===== config.mk =====
export PLATFORM = sky130hd
export DESIGN_NAME = lift_sequencer
export DESIGN_NICKNAME = d
export VERILOG_FILES = /design/src/rtl/lift_pkg.sv /design/src/rtl/lift_request_bank.sv /design/src/rtl/lift_sequencer.sv
export SDC_FILE = /design/constraint.sdc
export NUM_CORES = 1
export LEC_CHECK = 0
export ABC_CLOCK_PERIOD_IN_PS = 4650
export CAP_MARGIN = 10
export CORE_ASPECT_RATIO = 0.9
export CORE_MARGIN = 1.5
export CORE_UTILIZATION = 45
export CTS_CLUSTER_DIAMETER = 30
export DETAILED_ROUTE_END_ITERATION = 16
export DONT_BUFFER_PORTS = 1
export SLEW_MARGIN = 20
export SYNTH_ARGS = -nofsm -noshare
export SYNTH_HDL_FRONTEND = slang
export SYNTH_SLANG_ARGS = --single-unit

===== constraint.sdc =====
create_clock -name clk -period 4.65 [get_ports clk]
set_input_delay 0.93 -clock clk [delete_from_list [all_inputs] [get_ports clk]]
set_output_delay 0.93 -clock clk [all_outputs]
set_load 0.02 [all_outputs]

===== src/rtl/lift_pkg.sv =====
// Shared types and helpers for the single-car lift sequencer.
package lift_pkg;

   typedef enum logic [1:0] {
      IDLE,
      MOVING,
      DOOR_OPEN
   } state_t;

   localparam logic DIR_UP = 1'b1;
   localparam logic DIR_DN = 1'b0;

   // Widest floor vector the index helper accepts.
   localparam int unsigned MAX_FLOORS = 32;
   localparam int unsigned MAX_IDX_W  = 5;

   // Callers gate the result with a one-hot check.
   function automatic logic [MAX_IDX_W-1:0] onehot_to_idx(input logic [MAX_FLOORS-1:0] vec);
      logic [MAX_IDX_W-1:0] idx;
      idx = '0;
      for (int i = 0; i < MAX_FLOORS; i++) begin
         if (vec[i]) idx = idx | MAX_IDX_W'(i);
      end
      return idx;
   endfunction

endpackage


===== src/rtl/lift_request_bank.sv =====
// Vector of set/clear request latches; a clear beats a set on the same bit.
module lift_request_bank #(
   parameter int N = 12
) (
   input  logic         clk,
   input  logic         reset,
   input  logic [N-1:0] set_i,
   input  logic [N-1:0] clr_i,
   output logic [N-1:0] req_o
);

   logic [N-1:0] req_q, req_d;

   always_comb req_d = (req_q | set_i) & ~clr_i;

   // NOTE: state registers use non-blocking assignment so every flop samples pre-edge values.
   always_ff @(posedge clk or posedge reset) begin
      if (reset) req_q <= '0;
      else       req_q <= req_d;
   end

   assign req_o = req_q;

endmodule


===== src/rtl/lift_sequencer.sv =====
// Collective-control (SCAN) sequencer for one lift car: request latching,
// floor tracking, direction choice, motor/door commands and door dwell timing.
module lift_sequencer
   import lift_pkg::*;
#(
   parameter int N_FLOORS    = 12,
   parameter int DOOR_CYCLES = 16,
   parameter int TW          = $clog2(DOOR_CYCLES)
) (
   input  logic                clk,
   input  logic                reset,
   input  logic [N_FLOORS-1:0] up_rqst,
   input  logic [N_FLOORS-1:0] dn_rqst,
   input  logic [N_FLOORS-1:0] flr_rqst,
   input  logic                force_open,
   input  logic [N_FLOORS-1:0] floor_sense,
   output logic                direction,
   output logic                motion,
   output logic                door_open,
   output logic [N_FLOORS-1:0] up_rqst_status,
   output logic [N_FLOORS-1:0] dn_rqst_status,
   output logic [N_FLOORS-1:0] flr_rqst_status
);

   localparam int FW = $clog2(N_FLOORS);
   localparam logic [TW-1:0] DWELL_LOAD = TW'(DOOR_CYCLES - 1);

   state_t            state_q, state_d;
   logic              dir_q, dir_d;
   logic              motion_q, motion_d;
   logic              door_q, door_d;
   logic [TW-1:0]     timer_q, timer_d;
   logic [FW-1:0]     floor_q, floor_d;

   logic [N_FLOORS-1:0] up_q, dn_q, flr_q;
   logic [N_FLOORS-1:0] up_clr, dn_clr, flr_clr;
   logic [N_FLOORS-1:0] req_all, cur_onehot;
   logic [FW-1:0]       sense_idx;
   logic                sense_valid, any_above, any_below, above_k, below_k;
   logic                req_here, stop_k, reload;

   lift_request_bank #(.N(N_FLOORS)) u_up_bank (
      .clk(clk), .reset(reset), .set_i(up_rqst), .clr_i(up_clr), .req_o(up_q));
   lift_request_bank #(.N(N_FLOORS)) u_dn_bank (
      .clk(clk), .reset(reset), .set_i(dn_rqst), .clr_i(dn_clr), .req_o(dn_q));
   lift_request_bank #(.N(N_FLOORS)) u_flr_bank (
      .clk(clk), .reset(reset), .set_i(flr_rqst), .clr_i(flr_clr), .req_o(flr_q));

   // NOTE: every combinational output gets a default first so no path infers a latch.
   always_comb begin
      req_all     = up_q | dn_q | flr_q;
      sense_valid = $onehot(floor_sense);
      sense_idx   = FW'(onehot_to_idx(MAX_FLOORS'(floor_sense)));
      cur_onehot  = '0;
      cur_onehot[floor_q] = 1'b1;
      req_here    = |(req_all & cur_onehot);
      any_above   = 1'b0;
      any_below   = 1'b0;
      above_k     = 1'b0;
      below_k     = 1'b0;
      for (int i = 0; i < N_FLOORS; i++) begin
         if (req_all[i]) begin
            if (i > int'(floor_q))   any_above = 1'b1;
            if (i < int'(floor_q))   any_below = 1'b1;
            if (i > int'(sense_idx)) above_k   = 1'b1;
            if (i < int'(sense_idx)) below_k   = 1'b1;
         end
      end

      // Terminal floors always stop the car, request or not.
      if (dir_q == DIR_UP)
         stop_k = (|(floor_sense & (flr_q | up_q))) | ((|(floor_sense & dn_q)) & !above_k)
                  | floor_sense[N_FLOORS-1];
      else
         stop_k = (|(floor_sense & (flr_q | dn_q))) | ((|(floor_sense & up_q)) & !below_k)
                  | floor_sense[0];

      up_clr  = '0;
      dn_clr  = '0;
      flr_clr = '0;
      if (state_q == DOOR_OPEN) begin
         flr_clr = cur_onehot;
         if (dir_q == DIR_UP) begin
            up_clr = cur_onehot;
            if (!any_above) dn_clr = cur_onehot;
         end else begin
            dn_clr = cur_onehot;
            if (!any_below) up_clr = cur_onehot;
         end
      end
      reload = force_open | (|((up_rqst & up_clr) | (dn_rqst & dn_clr) | (flr_rqst & flr_clr)));
   end

   always_comb begin
      state_d  = state_q;
      dir_d    = dir_q;
      motion_d = 1'b0;
      door_d   = 1'b0;
      timer_d  = timer_q;
      floor_d  = sense_valid ? sense_idx : floor_q;
      unique case (state_q)
         IDLE: begin
            if (force_open || req_here) begin
               state_d = DOOR_OPEN;
               door_d  = 1'b1;
               timer_d = DWELL_LOAD;
            end else if (any_above && (dir_q == DIR_UP || !any_below)) begin
               state_d  = MOVING;
               dir_d    = DIR_UP;
               motion_d = 1'b1;
            end else if (any_below) begin
               state_d  = MOVING;
               dir_d    = DIR_DN;
               motion_d = 1'b1;
            end
         end
         MOVING: begin
            if (sense_valid && stop_k) begin
               state_d = DOOR_OPEN;
               door_d  = 1'b1;
               timer_d = DWELL_LOAD;
            end else begin
               motion_d = 1'b1;
            end
         end
         DOOR_OPEN: begin
            if (reload) begin
               door_d  = 1'b1;
               timer_d = DWELL_LOAD;
            end else if (timer_q == '0) begin
               state_d = IDLE;
            end else begin
               door_d  = 1'b1;
               timer_d = timer_q - 1'b1;
            end
         end
         default: state_d = IDLE;
      endcase
   end

   always_ff @(posedge clk or posedge reset) begin
      if (reset) begin
         state_q  <= IDLE;
         dir_q    <= DIR_UP;
         motion_q <= 1'b0;
         door_q   <= 1'b0;
         timer_q  <= '0;
         floor_q  <= '0;
      end else begin
         state_q  <= state_d;
         dir_q    <= dir_d;
         motion_q <= motion_d;
         door_q   <= door_d;
         timer_q  <= timer_d;
         floor_q  <= floor_d;
      end
   end

   assign direction       = dir_q;
   assign motion          = motion_q;
   assign door_open       = door_q;
   assign up_rqst_status  = up_q;
   assign dn_rqst_status  = dn_q;
   assign flr_rqst_status = flr_q;

endmodule


Yosys cells after proc, flatten, opt, wreduce, memory -nomap -nowiden

Cells that the tools add are included.
Widths: inputs -> output; s select.

Register bits: 49
Bits in latches: 0
Bits in writable memories: 0
ROM bits: 0
Bits of input ports: 51
Output and inout port bits: 39
Logic and storage cells: 267
Memories: 0

$add $sub $neg: 12
Multiply operators: 0
Divide/modulo/power cells: 0
$lt $le $gt $ge: 48
Equal/unequal tests: 9
Shift operators: 0
Mux-type cells: 137
Bitwise gates (word level): 31
Reductions and logical operators: 21

Operators by type and width:

| kind               | number |
|---|---|
| $and 12x12->12     | 11 |
| $or 12x12->12      | 9 |
| $mux 1             | 105 |
| $mux 12            | 7 |
| $reduce_or 12->1   | 6 |
| $not 12->12        | 3 |
| $gt 3x4->1 const A | 8 |
| $gt 4x4->1 const A | 8 |
| $lt 3x4->1 const A | 8 |
| $lt 4x4->1 const A | 8 |
| $mux 4             | 8 |
| $gt 2x4->1 const A | 4 |
| $lt 1x4->1 const A | 4 |
| $lt 2x4->1 const A | 4 |
| $mux 2             | 8 |
| $add 1x1->2        | 6 |
| $mux 3             | 4 |
| $pmux 4 s3         | 1 |
| $add 2x2->3        | 3 |
| $gt 1x4->1 const A | 2 |
| $reduce_and 4->1   | 2 |
| $ne 2x2->1 const B | 3 |
| $pmux 2 s3         | 1 |
| $lt 4x5->1 const B | 1 |
| other kinds (24)   | 34 |

Logic depth before layout (Yosys ltp)

Gate-level depths: netlist (run 1).

Word-level depth: 44
Depth in mapped cells: 16
Depth with buffers taken out: 16

Hierarchy

Synthesis (run 1) repeated with hierarchy kept, for this count alone.

Cells, all modules: 450
Area total of the unflattened synthesis: 3931.3 sq um

By module, submodules not included:

| module            | instances | cells an instance | area an instance (sq um) | seq. area each (sq um) |
|---|---|---|---|---|
| lift_sequencer    | 1         | 375               | 2658.8                   | 326.6 |
| lift_request_bank | 3         | 25                | 424.2                    | 300.3 |

Worst setup path before layout (run 1)

OpenSTA, ideal clock, no wires.

Path type: in2reg
Start point: input floor_sense[0]
End point: register timer_q[1]
Data arrival time: 4939 ps
Setup slack: -414 ps
Stages on the path: 16
Cell sequence: fa_1 fa_1 inv_1 fa_1 fa_1 inv_1 ha_1 inv_1 fa_1 nor2_1 a31oi_1 nor3_1 nand2b_1 a21boi_1 o211ai_4 mux2_2

Cells in the longest elaborated chain, start to end: 9

Ends and longest elaborated chain:

| item                                                                | line                  | RTL |
|---|---|---|
| start, declared                                                     | lift_sequencer.sv:16  | `input logic [N_FLOORS-1:0] floor_sense,` |
| parallel branches: the longest is 6 deep, another holds $add 3x3->4 | --                    |  |
| $logic_and 1x1->1 *                                                 | lift_sequencer.sv:118 | `if (sense_valid && stop_k) begin` |
| $ne 2x2->1 (no line) *                                              | --                    |  |
| $reduce_and 4->1 (no line) *                                        | --                    |  |
| end signal, assigned                                                | lift_sequencer.sv:154 | `timer_q <= timer_d;` |
| end, declared                                                       | lift_sequencer.sv:32  | `logic [TW-1:0] timer_q, timer_d;` |

Mark *: on every way between the ends.
A chain may end at the register's enable or synchronous reset.

Worst setup path after layout (run 1)

Ends and elaborated chain as after synthesis.

==> results of run 1 <==
[where the power goes]
part / switching [mW] / internal [mW]
clock: 0.161 / 0.162
combinational: 0.348 / 0.237
sequential: 0.236 / 0.487
[state kept, by name, summed over array words and instances, names as in the netlist]
signal and count:
u_dn_bank.req_o 12, u_flr_bank.req_o 12, u_up_bank.req_o 12, floor_q 4
timer_q 4, state_q 2, direction 1, door_open 1
motion 1
[per-stage QoR]
stage | cell area [um^2] | total power, mW | std cells | setup slack, ps | setup TNS (ps)
2_1_floorplan | 3633 | 1.138 | 402 | -50.87 | -112.9
3_3_place_gp | 3701 | 1.277 | 489 | -82.36 | -210.6
3_5_place_dp | 3701 | 1.289 | 489 | -227.9 | -876.1
4_1_cts | 3814 | 1.609 | 497 | 109.2 | 0
5_1_grt | 3841 | 1.736 | 497 | -6.440 | -6.440
6_report | 3841 | 1.631 | 497 | 104.1 | 0
[layout make-up]
class | instances | share of cell area, %
Multi-Input combinational cell | 314 | 58.53
Sequential cell | 49 | 31.95
Tap cell | 96 | 3.127
Inverter | 25 | 2.476
Clock buffer | 5 | 1.792
Clock inverter | 3 | 1.140
Timing Repair Buffer | 5 | 0.9772
[cells by family (layout without fill, tap and decap cells)]
logic type	after synthesis	in the layout
compound gates	138	138
flops	49	49
mux	6	6
buf+inv	39	38
simple gates	157	157
fa+ha+maj	13	13
[worst paths after layout]
path,to,start,slack [ps]
worst min register to register,timer_q[1]$_DFFE_PP0P_,timer_q[1]$_DFFE_PP0P_,560
worst max register to register,timer_q[1]$_DFFE_PP0P_,floor_q[3]$_DFFE_PP0N_,1320
worst min-delay path,timer_q[1]$_DFFE_PP0P_,timer_q[1]$_DFFE_PP0P_,560
min in group asynchronous,u_flr_bank.req_o[1]$_DFF_PP0_,reset,650
worst max-delay path,timer_q[1]$_DFFE_PP0P_,floor_sense[0],100
max in group asynchronous,u_flr_bank.req_o[8]$_DFF_PP0_,reset,3480
[critical path, cell delays in order]
cell	delay (ps)
fa_1	510
fa_1	510
inv_1	50
fa_1	500
fa_1	400
inv_1	80
ha_2	170
inv_1	50
fa_2	350
nor2_2	100
a31oi_2	110
nor3_4	220
nand2b_1	100
a21boi_2	220
o211ai_4	140
mux2_2	300
[layer usage]
layer,vias up,wire [um]
met2,172,5926
met4,0,283
met1,1758,5319
met3,29,1062
met5,-,0
li1,1525,-
[cells in the final DEF, fill, tap and decap left out, drive strengths merged, types with 3 or more instances in the layout]
| cell type | n |
|---|---|
| a21oi | 23 |
| a221oi | 8 |
| a222oi | 4 |
| a22o | 4 |
| a22oi | 15 |
| a311oi | 3 |
| a31oi | 9 |
| and3 | 5 |
| buf | 5 |
| clkbuf | 5 |
| dfrtp | 48 |
| fa | 7 |
| ha | 5 |
| inv | 25 |
| mux2i | 4 |
| nand2 | 22 |
| nand2b | 6 |
| nand3 | 3 |
| nand4 | 7 |
| nor2 | 64 |
| nor2b | 3 |
| nor3 | 21 |
| nor4 | 5 |
| o211ai | 11 |
| o21a | 6 |
| o21ai | 22 |
| o22a | 7 |
| o31ai | 3 |
| o32a | 7 |
| or3 | 5 |
[synth_stat cells (all sizes together) (2+ instances only)]
cell and count:
nor2 64, dfrtp 48, inv 25, a21oi 23, nand2 22, o21ai 22
nor3 21, a22oi 15, buf 13, o211ai 11, a31oi 9, a221oi 8
fa 7, nand4 7, o22a 7, o32a 7, nand2b 6, o21a 6
and3 5, ha 5, nor4 5, or3 5, a222oi 4, a22o 4
mux2i 4, a311oi 3, nand3 3, nor2b 3, o31ai 3, a21o 2
a32o 2, a41oi 2, and2 2, mux2 2, nand4bb 2, nor3b 2
nor4b 2, or4 2, or4b 2
==> impl_results.md, run 1 <==
- Total of max-cap violations: 0
- Synth Warn #: 0
- Max Fclk: 220.0 MHz
- Post-Synth Adder-Cell Area: 5.882%
- Compound-Gate Fraction of Synth Area: approximately 28%
- Final global-route overflow total: 0
- Area leader, netlist: dfrtp_1
- Vias: between 3000 and 4000
- Met1 Track Usage GR: 37.98%
- # hold bufs at CTS: 0
- Maximum VDD drop: 283.8 uV
- Worst-Margin Slew: 968.7 ps
- Filler cell count: 770
- Relative slew slack: around a third
- Die W: 97.49 um
- Worst min path class: flop to flop
- Status: complete, no violations
- Largest family of logic cells by synthesized area: compound AO/OA/AOI/OAI gates
- Clk_lat worst skew: between 300 and 400 ps
- Area occupied by registers: 1227 um^2
- Mapped Cells: 402
- Core Box Area: 7657 um^2
- Initial Util: 47.22%
- Clock-pin slew of the registers on the worst-case setup and hold paths: around 90 ps
- Die ar.: approximately 8600 um^2
- Simple-Gate Fraction of Synth Area: 24.95%
- # IOs: 90
- Yosys reg bits: 49
- Mean post-synth cell area: 8.995 um^2
- Final hold vios: 0
- Residual DRC count: 0
- Final WL: 12.59 mm
- EDFF count, synth: 0
- Final Max Slew Viols: 0
- Hold slack: 559.7 ps
- CTS tree: yes
- Initial antenna violation count: 0
- Critical path class: input pin to flop
- Site row count: 30
- Leakage power: 1.301 nW
- Area share of the largest cell type after synthesis: 33.22%
- Layout cells sized above 1: 12.22%
- Ys async rst share: 100.0%
- Post-route clock skew: 11.19 ps
- HPWL after detailed placement: 9.719 mm
- Number of global-route vias before repair: roughly 3400
- Input/output buffers: 0
- Crit-path max FO: 5
- Final min period: 4546 ps
- Nets: 463
- Remaining antenna violation count: 0
- Antenna diodes: 0
- First-pass GRT wire length: 19.52 mm
- Worst setup SP type: input pin
- Hold Path Cell Cnt: 1
- Footprint of the multi-input gates: 2248 um^2
- Via density: 7.010
- Final design utilization: between 50% and 60%
- Met3 GRT Util: 7.023%
- Clock sink count: between 40 and 50
- RSZ-0062 raised after global routing: true
- PD cells: between 400 and 500 nW/um^2
- DRT iter0 DRCs: 407
- Max Root-Sink Buffers: 2
- Post-CTS setup buffer count: 0
- Area grow syn2layout: 6.228%
- Final GP Congestion: 0.9324
- WL/cell: around 25 um
- Final setup vio count: 0
- 1st-pass router iterations: 5
- Crit. End Element: flop
- WP data arrival: ~4700 ps
- Die H: 88.04 um
- Mux cell area share after synthesis: 1.730%
- Largest net degree at the start of global routing: 50
- CTS buffer count: 5
- Synthesized area: 3616 um^2
- Synth Flop Type: dfrtp_1
- CP required: roughly 4900 ps
- Final period util: between 90% and 100%
- GR Util met2: 50.44%
- Post-CTS Resized: 0
- Total track usage: 29.52%
- H-tree depth: 2
- Top cells by area, synth: dfrtp_1 33%, nor2_1 6.4%, fa_1 3.9%
- CTS root buf: clkbuf_8
- Syn_nets: 465
- Busiest grt layer: met2
- R2R depth: 8
- Sequential fraction of the synthesis area: 33.94%
- XOR/XNOR share of the synthesized area: 0%
- Post-synth cell types: 74
Power figures use the tool's default switching activity.
==> run 2, diff against run 1 <==
CORE_UTILIZATION = 51   (was 45)
PLACE_DENSITY = 0.66   (was default)
==> impl_results.md, run 2 (synthesized netlist as in run 1, its figures left out) <==
- Maximum VDD drop: 311.0 uV (+9.6%)
- Initial antenna violation count: 0 (unchanged)
- CP max-delay cell: fa_1
- Hold Crit Start: timer_q[1]$_DFFE_PP0P_
- WP data arrival: 4690 ps (-50 ps)
- Net Switching: 0.7240 mW (-2.8%)
- Final instance area: 3834 um^2 (-0.20%)
- Clk_lat worst skew: 310 ps (about the same)
- Commonest non-fill, non-tap cell in the layout: nor2_1
- Input/output buffers: 0 (unchanged)
- DP Area: 3686 um^2 (-0.41%)
- DP Worst Slack: -191.2 ps (+36.65 ps)
- Crit-path max FO: 6 (+1)
- Status: complete, no violations
- Hold Path Cell Cnt: 1 (unchanged)
- Total track usage: 31.82% (+2.3 points)
- Vias: 3548 (+1.8%)
- Post-route clock skew: 6.916 ps (-4.271 ps)
- Residual DRC count: 0 (unchanged)
- Crit. End Element: flop
- PD cells: 431.5 nW/um^2 (+1.6%)
- Die H: 82.88 um (-5.9%)
- Core Box Area: 6726 um^2 (-12%)
- Area grow syn2layout: 6.021%
- Layout cells sized above 1: 11.00% (-1.2 points)
- Number of global-route vias before repair: 3361 (-0.62%)
- Post-CTS setup buffer count: 0 (unchanged)
- Die ar.: 7605 um^2 (-11%)
- Seq pwr share: 44.0% (-0.3 points)
- Filler cell count: 641 (-17%)
- HPWL after detailed placement: 9.190 mm (-5.4%)
- CP required: 4850 ps (about the same)
- CTS root buf: clkbuf_8
- Max Fclk: 222.7 MHz (+1.2%)
- R2R depth: 8 (unchanged)
- CP Cell Sequence: fa_1 -> fa_1 -> inv_1 -> fa_1 -> fa_1 -> inv_1 -> ha_1 -> inv_1 -> fa_1 -> nor2_1 -> a31oi_1 -> nor3_4 -> nand2b_1 -> a21boi_2 -> o211ai_4 -> mux2_2
- Setup ws final: 159.3 ps (+55.25 ps)
- H-tree depth: 2 (unchanged)
- 1st-pass router iterations: 6 (+1)
- Area occupied by registers: 1227 um^2 (unchanged)
- Commonest cells after routing, fill and taps aside: 62 x nor2_1, 48 x dfrtp_1, 24 x inv_1, 23 x a21oi_1, 21 x nand2_1
- Final WL: 11.95 mm (-5.1%)
- Clock share of power: 21.9% (+2.1 points)
- Worst setup SP type: input pin
- Switch share: 43.77% (-1.9 points)
- Largest net degree at the start of global routing: 50 (unchanged)
- Total of max-cap violations: 0 (unchanged)
- Critical path class: input pin to flop
- Initial Util: 53.76% (+6.5 points)
- Max Root-Sink Buffers: 2 (unchanged)
- Relative slew slack: 38.98% (+4.1 points)
- Clock-pin slew of the registers on the worst-case setup and hold paths: 90 ps (about the same)
- First-pass GRT wire length: 18.84 mm (-3.5%)
- Combinational fraction of design power: 34.1% (-1.8 points)
- Final GP Congestion: 0.9147 (-1.9%)
- Site row count: 28 (-6.7%)
- Worst-Margin Slew: 908.3 ps (-60.45 ps)
- CTS tree: yes
- Internal Power: 0.9302 mW (+5.0%)
- Worst r2r src: floor_q[3]$_DFFE_PP0N_
- # hold bufs at CTS: 0 (unchanged)
- Worst min path class: flop to flop
- Final global-route overflow total: 0 (unchanged)
- Die W: 91.76 um (-5.9%)
- R2R Setup Slk: 1350 ps (+30 ps)
- Reg2reg end: timer_q[1]$_DFFE_PP0P_
- Final hold vios: 0 (unchanged)
- WL/cell: 24.40 um (-3.7%)
- # IOs: 90 (unchanged)
- Antenna diodes: 0 (unchanged)
- Leakage power: 1.306 nW (+0.39%)
- Clock sink count: 49 (unchanged)
- Footprint of the multi-input gates: 2235 um^2 (-0.61%)
- CP most frequent cell: fa_1
- Via density: 7.241 (+3.3%)
- DRT iter0 DRCs: 574 (+41%)
- Nets: 462 (-0.22%)
- Final min period: 4491 ps (-55.25 ps)
- Final setup vio count: 0 (unchanged)
- Remaining antenna violation count: 0 (unchanged)
- Worst stage delay on the critical path: 510 ps (about the same)
- Final period util: 96.57% (-1.2 points)
- RSZ-0062 raised after global routing: true
- CTS buffer count: 5 (unchanged)
- Final Max Slew Viols: 0 (unchanged)
- Worst hold endpoint: timer_q[1]$_DFFE_PP0P_
==> run 2: cell count changes in the layout (fill, tap and decap cells not counted), sizes merged <==
cell    before  now
inv         25   24
buf          5    4
bufinv       1    2
==> run 2: cell type report <==
class	instances	share of cell area, %
Clock inverter	3	1.697
Multi-Input combinational cell	314	58.29
Clock buffer	5	1.795
Sequential cell	49	32.02
Inverter	25	2.480
Timing Repair Buffer	4	0.7833
Tap cell	90	2.937
==> run 2: power groups by stage <==
| stage | Combinational [mW] | Clock [mW] | Sequential [mW] |
|---|---|---|---|
| finish | 0.563 | 0.363 | 0.728 |
| global route | 0.627 | 0.387 | 0.740 |
| CTS | 0.554 | 0.365 | 0.719 |
| detailed placement | 0.551 | 0 | 0.728 |
| global placement | 0.540 | 0 | 0.726 |
| floorplan | 0.527 | 0 | 0.611 |
==> run 2: critical path, delay by kind of cell <==
kind / cells / cell delay, ps
mux: 1 / 300
fa+ha+maj: 6 / 2430
compound gates: 3 / 450
simple gates: 3 / 410
buf+inv: 3 / 170
==> run 2: repair_timing <==
action	4_1_cts	5_1_grt
endpoints found under the hold margin	0	0
gates resized for setup	0	2
endpoints found under the setup margin	0	2
==> run 2: metrics by stage <==
step                      setup TNS, ps  utilization (%)  total power [mW]  std cells  hold slack [ps]
after floorplan                  -112.9                -             1.138        402            503.3
after global placement           -245.2            54.80             1.266        482            530.4
after detailed placement         -553.9            54.80             1.278        482            540.4
after CTS                             0            56.79             1.638        490            561.1
after global routing             -45.76            56.99             1.754        490            594.7
final                                 0            56.99             1.654        490            556.4
==> run 2: worst max path at each step <==
stage,start,end
after CTS,floor_sense[3],timer_q[2]$_DFFE_PP0P_
final,floor_sense[3],timer_q[1]$_DFFE_PP0P_
after global placement,floor_sense[3],timer_q[1]$_DFFE_PP0P_
after floorplan,floor_sense[3],timer_q[1]$_DFFE_PP0P_
after global routing,floor_sense[3],timer_q[3]$_DFFE_PP0P_
after detailed placement,floor_sense[3],timer_q[3]$_DFFE_PP0P_
==> run 2: routing by layer <==
metal  part of all wire [%]  global-route usage [%]  vias to the layer above  wire length (um)
met5                      0                       0                        -                 0
met4                    2.2                   7.552                        0               262
met3                     12                   7.875                       42              1469
met2                     46                   49.25                      273              5485
met1                     40                   45.00                     1698              4737
li1                       -                       -                     1535                 -
==> run 3, diff against run 2 <==
SETUP_SLACK_MARGIN = 0.1   (was default)
TNS_END_PERCENT = 30   (was default)
==> impl_results.md, run 3 (synthesized netlist as in run 1, its figures left out) <==
- Die H: 82.88 um (unchanged)
- Final Max Slew Viols: 0 (unchanged)
- Critical path class: input pin to flop
- Input/output buffers: 0 (unchanged)
- # IOs: 90 (unchanged)
- CTS root buf: clkbuf_8
- Worst-Margin Slew: 963.6 ps (+55.29 ps)
- HPWL after detailed placement: 9.298 mm (+1.2%)
- Final period util: 98.23% (+1.7 points)
- PD cells: 429.6 nW/um^2 (-0.44%)
- DRT iter0 DRCs: 399 (-30%)
- Antenna diodes: 0 (unchanged)
- Residual DRC count: 0 (unchanged)
- Final hold vios: 0 (unchanged)
- Core Box Area: 6726 um^2 (unchanged)
- Crit-path max FO: 6 (unchanged)
- Final GP Congestion: 0.9540 (+4.3%)
- Maximum VDD drop: 240.3 uV (-23%)
- CP Cell Sequence: fa_1 -> fa_1 -> inv_1 -> fa_1 -> fa_1 -> inv_1 -> ha_2 -> inv_1 -> fa_2 -> nor2_4 -> a31oi_4 -> nor3_4 -> nand2b_1 -> a21boi_2 -> o211ai_4 -> mux2_4
- CP required: 4860 ps (about the same)
- Max Fclk: 218.9 MHz (-1.7%)
- Clock-pin slew of the registers on the worst-case setup and hold paths: 100 ps (about the same)
- Status: complete, no violations
- CTS tree: yes
- Max Root-Sink Buffers: 2 (unchanged)
- Initial Util: 53.76% (unchanged)
- Total track usage: 32.39% (+0.56 points)
- Crit. End Element: flop
- Initial antenna violation count: 0 (unchanged)
- CTS buffer count: 5 (unchanged)
- Final min period: 4568 ps (+77.22 ps)
- Die W: 91.76 um (unchanged)
- Relative slew slack: 35.27% (-3.7 points)
- Final WL: 12.19 mm (+1.9%)
- # hold bufs at CTS: 0 (unchanged)
- WP data arrival: 4780 ps (+90 ps)
- Vias: 3500 (-1.4%)
- Commonest non-fill, non-tap cell in the layout: nor2_1
- Number of global-route vias before repair: 3369 (+0.24%)
- Via density: 7.128 (-1.6%)
- Clock sink count: 49 (unchanged)
- First-pass GRT wire length: 19.02 mm (+0.92%)
- Nets: 463 (+0.22%)
- Remaining antenna violation count: 0 (unchanged)
- Worst setup SP type: input pin
- Site row count: 28 (unchanged)
- WL/cell: 24.82 um (+1.7%)
- CP max-delay cell: fa_1
- Die ar.: 7605 um^2 (unchanged)
- Total of max-cap violations: 0 (unchanged)
- Leakage power: 1.309 nW (+0.25%)
- Final setup vio count: 0 (unchanged)
- 1st-pass router iterations: 6 (unchanged)
- Post-route clock skew: 3.750 ps (-3.167 ps)
- Total negative slack: 0 ps (unchanged)
- Area grow syn2layout: 6.678%
- Final global-route overflow total: 0 (unchanged)
- CP most frequent cell: fa_1
- Worst stage delay on the critical path: 510 ps (about the same)
- Hold slack: 563.5 ps (+7.125 ps)
- RSZ-0062 raised after global routing: true
- H-tree depth: 2 (unchanged)
- Clk_lat worst skew: 310 ps (about the same)
- Layout cells sized above 1: 12.22% (+1.2 points)
- Largest net degree at the start of global routing: 50 (unchanged)
- Final design utilization: 57.35% (+0.35 points)
- Worst min path class: flop to flop
- Commonest cells after routing, fill and taps aside: 61 x nor2_1, 48 x dfrtp_1, 24 x inv_1, 23 x a21oi_1, 21 x nand2_1
[run 3: changes by cell type in the layout (fill, tap and decap cells not counted), sizes merged]
cell    previous run  this run
buf                4         5
bufinv             2         1
inv               24        25
[run 3: layout make-up]
type                            instances  area [um^2]
Clock buffer                            5        68.82
Clock inverter                          3        50.05
Fill cell                             643         2869
Inverter                               25        95.09
Multi-Input combinational cell        314         2266
Sequential cell                        49         1227
Tap cell                               90        112.6
Timing Repair Buffer                    5        37.54
[run 3: path summary, 6_finish.rpt]
path | start | end | slack, ps | cells after the start
max in group asynchronous | reset | u_flr_bank.req_o[3]$_DFF_PP0_ | 3510 | 1
worst max register to register | floor_q[3]$_DFFE_PP0N_ | timer_q[1]$_DFFE_PP0P_ | 1310 | 8
min in group asynchronous | reset | u_up_bank.req_o[6]$_DFF_PP0_ | 630 | 1
worst max-delay path | floor_sense[3] | timer_q[1]$_DFFE_PP0P_ | 80 | 16
worst min register to register | timer_q[1]$_DFFE_PP0P_ | timer_q[1]$_DFFE_PP0P_ | 560 | 1
worst min-delay path | timer_q[1]$_DFFE_PP0P_ | timer_q[1]$_DFFE_PP0P_ | 560 | 1
[run 3: through the flow]
stage                     total power [mW]  cell area (um^2)  setup WS [ps]  instances
after floorplan                      1.138              3633         -50.87        402
after global placement               1.263              3694         -99.15        483
after detailed placement             1.284              3694         -225.8        483
after CTS                            1.616              3812          105.3        491
after global routing                 1.759              3857         -49.49        491
final                                1.657              3857          82.12        491
[run 3: repair_timing]
item | CTS | global route
endpoints found under the hold margin | 0 | 0
buffers inserted | 0 | 0
gates resized for setup | 0 | 9
setup endpoints to repair | 0 | 4
[run 3: routing by layer]
layer | vias up | part of all wire (%) | GRT usage (%)
met4 | 0 | 1.8 | 9.091
met5 | - | 0 | 0
li1 | 1531 | - | -
met1 | 1700 | 40 | 43.53
met3 | 26 | 12 | 9.249
met2 | 243 | 46 | 51.09
[run 3: worst max-delay path, delay by kind of cell]
| kind | cells | cell delay (ps) |
|---|---|---|
| and+or+nand+nor | 3 | 440 |
| muxes | 1 | 320 |
| AOI/OAI and AO/OA | 3 | 470 |
| adders and majority gates | 6 | 2440 |
| buffers and inverters | 3 | 170 |
[run 3: power breakdown]
group          internal [mW]  switching, mW  total [mW]
sequential             0.487          0.240       0.727
combinational          0.247          0.353       0.600
clock                  0.165          0.165       0.330
total                  0.898          0.759        1.66
